==> src/rtl/io_event_arbiter_if.sv <==
// ----------------------------------------------------------------------------
// io_event_arbiter_if
// Bundles the user-input event pulses, the CPU-side event queue read port and
// the dropped-event counter of io_event_arbiter.
//   master : event sources + CPU reader (drives pulses, ev_ready, clr_drops)
//   slave  : the arbiter itself (drives ev_valid, ev_code, ev_count, drop_count)
// Signals:
//   compass_pulse[4:0] one-cycle pulses; bit0 C, 1 E, 2 N, 3 S, 4 W
//   rotary_push        one-cycle pulse, rotary push button
//   rotary_event       one-cycle pulse, rotary step
//   rotary_left        step direction, qualified by rotary_event (1 = left)
//   ev_valid           queue non-empty, ev_code valid
//   ev_ready           CPU pop strobe (pop on ev_valid && ev_ready)
//   ev_code[2:0]       event code at queue head
//   ev_count           entries currently queued
//   drop_count         events lost since reset / last clear (saturating)
//   clr_drops          one-cycle pulse, zeroes drop_count
// ----------------------------------------------------------------------------
interface io_event_arbiter_if #(
    parameter int FIFO_DEPTH     = 8,
    parameter int DROP_CNT_WIDTH = 8
);
    localparam int CNT_W = $clog2(FIFO_DEPTH) + 1;

    logic [4:0]                compass_pulse;
    logic                      rotary_push;
    logic                      rotary_event;
    logic                      rotary_left;
    logic                      ev_valid;
    logic                      ev_ready;
    logic [2:0]                ev_code;
    logic [CNT_W-1:0]          ev_count;
    logic [DROP_CNT_WIDTH-1:0] drop_count;
    logic                      clr_drops;

    modport master (
        output compass_pulse, rotary_push, rotary_event, rotary_left,
        output ev_ready, clr_drops,
        input  ev_valid, ev_code, ev_count, drop_count
    );

    modport slave (
        input  compass_pulse, rotary_push, rotary_event, rotary_left,
        input  ev_ready, clr_drops,
        output ev_valid, ev_code, ev_count, drop_count
    );
endinterface

==> src/rtl/io_event_arbiter.sv <==
// ----------------------------------------------------------------------------
// io_event_arbiter
// Merges single-cycle user-input pulses (5 compass buttons, rotary push,
// rotary step) into one ordered event queue read by the CPU over MMIO.
// Each source has a pending latch; a round-robin arbiter moves at most one
// pending event per cycle into a show-ahead FIFO.
// Ports:
//   clk    in  CPU clock
//   rst    in  synchronous active-high reset
//   ev_if  slave modport of io_event_arbiter_if (pulses in, queue/drop out)
// Event codes: 0 C, 1 E, 2 N, 3 S, 4 W, 5 push, 6 rotary right, 7 rotary left.
// Source indices: 0-4 compass, 5 rotary push, 6 rotary step.
// ----------------------------------------------------------------------------
module io_event_arbiter #(
    parameter int FIFO_DEPTH     = 8,
    parameter int DROP_CNT_WIDTH = 8
) (
    input  logic              clk,
    input  logic              rst,
    io_event_arbiter_if.slave ev_if
);
    localparam int NSRC  = 7;
    localparam int AW    = $clog2(FIFO_DEPTH);
    localparam int CNT_W = AW + 1;
    localparam int SUM_W = DROP_CNT_WIDTH + 4;

    localparam logic [AW:0]               PTR_ONE  = (AW+1)'(1);
    localparam logic [AW-1:0]             IDX_ONE  = AW'(1);
    localparam logic [DROP_CNT_WIDTH-1:0] DROP_MAX = '1;
    localparam logic [2:0]                RR_RESET = 3'd6;

    // ------------------------------------------------------------------
    // State
    // ------------------------------------------------------------------
    logic [NSRC-1:0]           pend_q, pend_d;
    logic                      dir_q, dir_d;       // latched rotary direction
    logic [2:0]                rr_q, rr_d;         // last granted source
    logic [AW:0]               wr_ptr_q, rd_ptr_q; // extra bit tells full from empty
    logic [2:0]                mem_q [FIFO_DEPTH];
    logic [2:0]                head_q, head_d;     // registered queue head
    logic [DROP_CNT_WIDTH-1:0] drop_q, drop_d;

    // ------------------------------------------------------------------
    // Combinational
    // ------------------------------------------------------------------
    logic [NSRC-1:0]  pulse;
    logic [NSRC-1:0]  gnt_vec;
    logic [NSRC-1:0]  drop_vec;
    logic             gnt_found;
    logic [2:0]       gnt_idx;
    logic             grant;
    logic [2:0]       wr_code;
    logic [CNT_W-1:0] count;
    logic             empty;
    logic             full;
    logic             pop;
    logic [AW-1:0]    rd_next;
    logic [2:0]       n_drop;
    logic [SUM_W-1:0] drop_sum;

    assign pulse = {ev_if.rotary_event, ev_if.rotary_push, ev_if.compass_pulse};

    assign count   = wr_ptr_q - rd_ptr_q;
    assign empty   = (count == '0);
    // Full is judged on this cycle's occupancy, before any pop lands.
    assign full    = (count == CNT_W'(FIFO_DEPTH));
    assign pop     = !empty && ev_if.ev_ready;
    assign rd_next = rd_ptr_q[AW-1:0] + IDX_ONE;

    // Round-robin search: first pending source strictly after rr_q, wrapping 6->0.
    always_comb begin
        gnt_found = 1'b0;
        gnt_idx   = 3'd0;
        for (int k = 1; k <= NSRC; k++) begin
            if (!gnt_found && pend_q[(int'(rr_q) + k) % NSRC]) begin
                gnt_found = 1'b1;
                gnt_idx   = 3'((int'(rr_q) + k) % NSRC);
            end
        end
    end

    assign grant   = gnt_found && !full;
    assign wr_code = (gnt_idx == 3'd6) ? (dir_q ? 3'd7 : 3'd6) : gnt_idx;
    assign rr_d    = grant ? gnt_idx : rr_q;

    // Per-source latch update. A pulse on a granted source re-arms the latch
    // with the new event; a pulse on a pending, ungranted source is a drop.
    for (genvar gi = 0; gi < NSRC; gi++) begin : g_src
        assign gnt_vec[gi]  = grant && (gnt_idx == 3'(gi));
        assign drop_vec[gi] = pulse[gi] && pend_q[gi] && !gnt_vec[gi];
        assign pend_d[gi]   = pulse[gi] || (pend_q[gi] && !gnt_vec[gi]);
    end

    // Direction only follows a pulse that is actually accepted.
    assign dir_d = (pulse[6] && (!pend_q[6] || gnt_vec[6])) ? ev_if.rotary_left : dir_q;

    always_comb begin
        n_drop = 3'd0;
        for (int i = 0; i < NSRC; i++) begin
            n_drop = n_drop + {2'b00, drop_vec[i]};
        end
    end

    assign drop_sum = SUM_W'(drop_q) + SUM_W'(n_drop);

    always_comb begin
        if (ev_if.clr_drops) begin
            drop_d = '0;  // clear wins over same-cycle drops
        end else if (drop_sum > SUM_W'(DROP_MAX)) begin
            drop_d = DROP_MAX;
        end else begin
            drop_d = drop_sum[DROP_CNT_WIDTH-1:0];
        end
    end

    // Show-ahead head: keep head_q equal to the entry the reader sees next.
    // When the queue becomes empty the last head value is simply held.
    always_comb begin
        head_d = head_q;
        if (empty) begin
            if (grant) begin
                head_d = wr_code;
            end
        end else if (pop) begin
            if (count >= CNT_W'(2)) begin
                head_d = mem_q[rd_next];
            end else if (grant) begin
                head_d = wr_code;  // sole entry popped, new one becomes head
            end
        end
    end

    // ------------------------------------------------------------------
    // Sequential
    // ------------------------------------------------------------------
    always_ff @(posedge clk) begin
        if (rst) begin
            pend_q   <= '0;
            dir_q    <= 1'b0;
            rr_q     <= RR_RESET;
            wr_ptr_q <= '0;
            rd_ptr_q <= '0;
            head_q   <= 3'd0;
            drop_q   <= '0;
        end else begin
            pend_q <= pend_d;
            dir_q  <= dir_d;
            rr_q   <= rr_d;
            head_q <= head_d;
            drop_q <= drop_d;
            if (grant) begin
                wr_ptr_q <= wr_ptr_q + PTR_ONE;
            end
            if (pop) begin
                rd_ptr_q <= rd_ptr_q + PTR_ONE;
            end
        end
    end

    // Storage array kept free of reset so it maps onto plain RAM/LUT storage.
    always_ff @(posedge clk) begin
        if (grant && !rst) begin
            mem_q[wr_ptr_q[AW-1:0]] <= wr_code;
        end
    end

    // ------------------------------------------------------------------
    // Outputs
    // ------------------------------------------------------------------
    assign ev_if.ev_valid   = !empty;
    assign ev_if.ev_code    = head_q;
    assign ev_if.ev_count   = count;
    assign ev_if.drop_count = drop_q;
endmodule

==> src/flat_wrapper.sv <==
// flat-port wrapper written by rule: the top's interface ports become plain ports
module io_event_arbiter_flat 
#(
    parameter int FIFO_DEPTH     = 8,
    parameter int DROP_CNT_WIDTH = 8
)
  (clk, rst, ev_if_compass_pulse, ev_if_rotary_push, ev_if_rotary_event, ev_if_rotary_left, ev_if_ev_ready, ev_if_clr_drops, ev_if_ev_valid, ev_if_ev_code, ev_if_ev_count, ev_if_drop_count);
  io_event_arbiter_if #(.FIFO_DEPTH(FIFO_DEPTH), .DROP_CNT_WIDTH(DROP_CNT_WIDTH)) ev_if_i ();
  input  logic clk;
  input  logic rst;
  input wire logic [$bits(ev_if_i.compass_pulse)-1:0] ev_if_compass_pulse;
  input wire logic [$bits(ev_if_i.rotary_push)-1:0] ev_if_rotary_push;
  input wire logic [$bits(ev_if_i.rotary_event)-1:0] ev_if_rotary_event;
  input wire logic [$bits(ev_if_i.rotary_left)-1:0] ev_if_rotary_left;
  input wire logic [$bits(ev_if_i.ev_ready)-1:0] ev_if_ev_ready;
  input wire logic [$bits(ev_if_i.clr_drops)-1:0] ev_if_clr_drops;
  output wire logic [$bits(ev_if_i.ev_valid)-1:0] ev_if_ev_valid;
  output wire logic [$bits(ev_if_i.ev_code)-1:0] ev_if_ev_code;
  output wire logic [$bits(ev_if_i.ev_count)-1:0] ev_if_ev_count;
  output wire logic [$bits(ev_if_i.drop_count)-1:0] ev_if_drop_count;
  assign ev_if_i.compass_pulse = ev_if_compass_pulse;
  assign ev_if_i.rotary_push = ev_if_rotary_push;
  assign ev_if_i.rotary_event = ev_if_rotary_event;
  assign ev_if_i.rotary_left = ev_if_rotary_left;
  assign ev_if_i.ev_ready = ev_if_ev_ready;
  assign ev_if_i.clr_drops = ev_if_clr_drops;
  assign ev_if_ev_valid = ev_if_i.ev_valid;
  assign ev_if_ev_code = ev_if_i.ev_code;
  assign ev_if_ev_count = ev_if_i.ev_count;
  assign ev_if_drop_count = ev_if_i.drop_count;
  io_event_arbiter #(.FIFO_DEPTH(FIFO_DEPTH), .DROP_CNT_WIDTH(DROP_CNT_WIDTH)) u_core (.clk(clk), .rst(rst), .ev_if(ev_if_i));
endmodule
==> config.mk <==
export PLATFORM = sky130hd
export DESIGN_NAME = io_event_arbiter_flat
export DESIGN_NICKNAME = d
export VERILOG_FILES = /design/src/rtl/io_event_arbiter_if.sv /design/src/rtl/io_event_arbiter.sv /design/src/flat_wrapper.sv
export SDC_FILE = /design/constraint.sdc
export NUM_CORES = 1
export LEC_CHECK = 0
export ABC_CLOCK_PERIOD_IN_PS = 12900
export BUFFER_PORTS_ARGS = -buffer_cell sky130_fd_sc_hd__clkbuf_2
export CAP_MARGIN = 20
export CORE_UTILIZATION = 50
export CTS_CLUSTER_DIAMETER = 200
export DETAILED_ROUTE_END_ITERATION = 7
export HOLD_SLACK_MARGIN = 0.1
export PLACE_DENSITY = 0.67
export SETUP_SLACK_MARGIN = 0.5
export SKIP_LAST_GASP = 1
export SYNTH_ARGS = -nofsm -noshare
export SYNTH_HDL_FRONTEND = slang
export SYNTH_SLANG_ARGS = --single-unit
==> constraint.sdc <==
create_clock -name clk -period 12.9 [get_ports clk]
set_clock_uncertainty 0.2 [all_clocks]
set_input_delay 2.58 -clock clk [delete_from_list [all_inputs] [get_ports clk]]
set_output_delay 2.58 -clock clk [all_outputs]
set_load 0.005 [all_outputs]
==> results.txt <==
status: completed
Fill cells: 934
CP top delay family: adder cells
Worst Hold Launch: u_core.ev_if.ev_code[1]
most common cell after layout, fill and taps aside: nor2_1
CTS buffer count: 5
clock transition at the registers of the reported paths: 0.11 ns
global-route wire length before repair: 21.6 mm
starting density of the core: 52.6%
cts hold-fix bufs: 0
routed len/inst: 17.9 um
total number of vias: 4651
multi-input logic area: 3640 um2
Critical Setup Path Class: flip-flop to flip-flop
library cells used by synthesis: 93
GRT Total Usage: 24.3%
Slew headroom: 37.6%
IO Count: 28
worst reg2reg startpoint: u_core.rr_q[0]
Placed Area: 5420 um2
Seq/Total Area, Yosys: 25.2%
final period utilization: 72.2%
critical path arrival: 9.37 ns
Most common cell on crit path: ha_1
die width: 104 um
core area: 9950 um2
Post-CTS Setup Bufs: 0
worst path bufs/invs: 5
unrepaired setup endpoints after global routing: false
# nets final: 654
Worst setup startpoint: u_core.rr_q[0]
crit path capture type: flip-flop
layout cells sized above 1: 14.9%
Final Setup Violations: 0
Post-synth EDFFs: 24
CTS tree: done
GP Congestion: 0.914
largest net degree at the start of global routing: 56
Area Growth Syn to Fin: 5.38%
syn_nets: 651
Worst path slowest cell: ha_1
post-CTS sizing: 0
CP required: 12.95 ns
antenna violations before repair: 0
Fin. Hold Viols: 0
Pre-antenna DRT Iters: 5
worst reg2reg endpoint: u_core.ev_if.drop_count[3]
maximum clock path buffer count: 2
grt total ovfl: 0
worst-path maximum fanout: 19
Max stage delay on crit path: 0.70 ns
Via density: 6.29
MaxCap Viol Count: 0
Die Y: 104 um
Syn Area/Cell: 8.69 um2
Register-to-Register Path Depth: 32
commonest cells after routing, fill and taps aside: nor2_1 (55), nand2_1 (45), a21oi_1 (37), ha_1 (32), inv_1 (30)
crit path capture: u_core.ev_if.drop_count[3]
Rows: 36
#FFs+latches synth: 54
Async SR Flop Fraction: 0%
worst hold stages: 2
Slew Limit Fails: 0
Ys Warns: 0
# port buffers: 27
Worst-Margin Slew: 0.933 ns
Routed WL: 13.2 mm
post-route antenna net violation count: 0
fin crit period: 9.32 ns
number of global-route vias before repair: 4363
cell area after layout: 5520 um2
DIE AREA: 10900 um2
Post-DP HPWL: 9.77 mm
ant diodes: 0
clk_lat worst skew: 0.32 ns
Post-Syn Instances: 602
Top FF cell, synth: dfxtp_1
final setup TNS: 0 ns
Hold WS: 0.306 ns
Hold Path Class: flip-flop to flip-flop
WP depth: 32
violation count after the first detailed-route iteration: 319
FMAX: 107 MHz
CP Launch Type: flip-flop
H-Tree Level Count: 2
FF+latch area: 1320 um2
Syn Std Cell Area: 5230 um2
Residual DRC: 0
CTS Sinks: 54
Root Driver: clkbuf_8
Worst R2R Setup Slack: 3.58 ns
## metrics by stage
stage / worst slack, ns / std cells / util [%]
3_3_place_gp: 3.98 / 731 / 54.4
5_1_grt: 2.99 / 739 / 55.4
4_1_cts: 3.65 / 739 / 55.4
6_report: 3.58 / 739 / 55.4
2_1_floorplan: 4.71 / 602 / -
3_5_place_dp: 3.72 / 731 / 54.4
## worst min path at each step
| stage | to | slack (ns) |
|---|---|---|
| after detailed placement | u_core.ev_if.ev_code[1] | 0.28 |
| after global placement | u_core.ev_if.ev_code[1] | 0.28 |
| final | u_core.ev_if.ev_code[1] | 0.31 |
| after floorplan | u_core.ev_if.ev_code[1] | 0.26 |
| after global routing | u_core.ev_if.ev_code[1] | 0.34 |
| after CTS | u_core.ev_if.ev_code[1] | 0.31 |
## registers in the layout, indices dropped and copies added (netlist names)
name                     count
u_core.mem_q                24
u_core.ev_if.ev_code         3
u_core.dir_q                 1
u_core.ev_if.drop_count      8
u_core.pend_q                7
u_core.rr_q                  3
u_core.wr_ptr_q              4
u_core.rd_ptr_q              4
## Yosys cell counts (all sizes together) (5+ instances only)
cell    count  share of area (%)
a221o       5               0.96
xnor2      20                3.6
nor3b       7                1.0
a221oi      6                1.2
nand2b     13                1.6
mux2i      24                4.6
and3        6               0.72
nor3       12                1.4
mux4        8                3.4
nand3      15                1.4
nor2       55                3.9
o21ai      22                2.2
a21o        8                1.2
nand2      45                3.2
ha         32                7.6
a21oi      38                3.7
o21a        5               0.72
or3         5               0.60
inv        35                2.5
nor2b       7               0.84
mux2        9                1.9
clkbuf     22                1.6
fa          5                1.9
or2         9                1.1
a31oi      12                1.6
o211ai      6                1.1
edfxtp     24                 14
o31ai      11                1.6
a211oi      9                1.5
dfxtp      30                 11
xor2        9                1.8
buf        12                1.1
## layer usage
metal	vias up	global-route usage, %	part of all wire, %
met3	24	4.39	6.1
met5	-	0	0
met2	143	38.8	46
met1	2225	33.0	46
li1	2259	-	-
met4	0	7.76	2.0
## tightest hold or removal path: cells and delay by family, from the launching register on
| family | cells | cell delay [ns] |
|---|---|---|
| AOI/OAI and AO/OA | 1 | 0.07 |
| buffers and inverters | 1 | 0.06 |
| DFF | 1 | 0.33 |
## cell type report
class	instances	area share (%)
multi-input cells	479	66.0
inverters	35	2.38
clock inverters	3	0.522
well taps	133	3.02
flip-flops and latches	54	24.0
repair buffers	30	2.86
clock buffers	5	1.25
## cells by family (layout without fill, tap and decap cells)
family / count (synthesis) / count (layout) / synth area share [%]
AOI/OAI and AO/OA: 175 / 175 / 25.4
xor gates and xnor gates: 29 / 29 / 5.43
adders and majority gates: 37 / 37 / 9.56
buffers and inverters: 69 / 73 / 5.21
DFF: 54 / 54 / 25.2
muxes: 41 / 41 / 9.97
and+or+nand+nor: 197 / 197 / 19.2
Power is left out: the tool's default activity adds up to more than one toggle a clock period on the data nets, which glitch-free logic cannot reach.
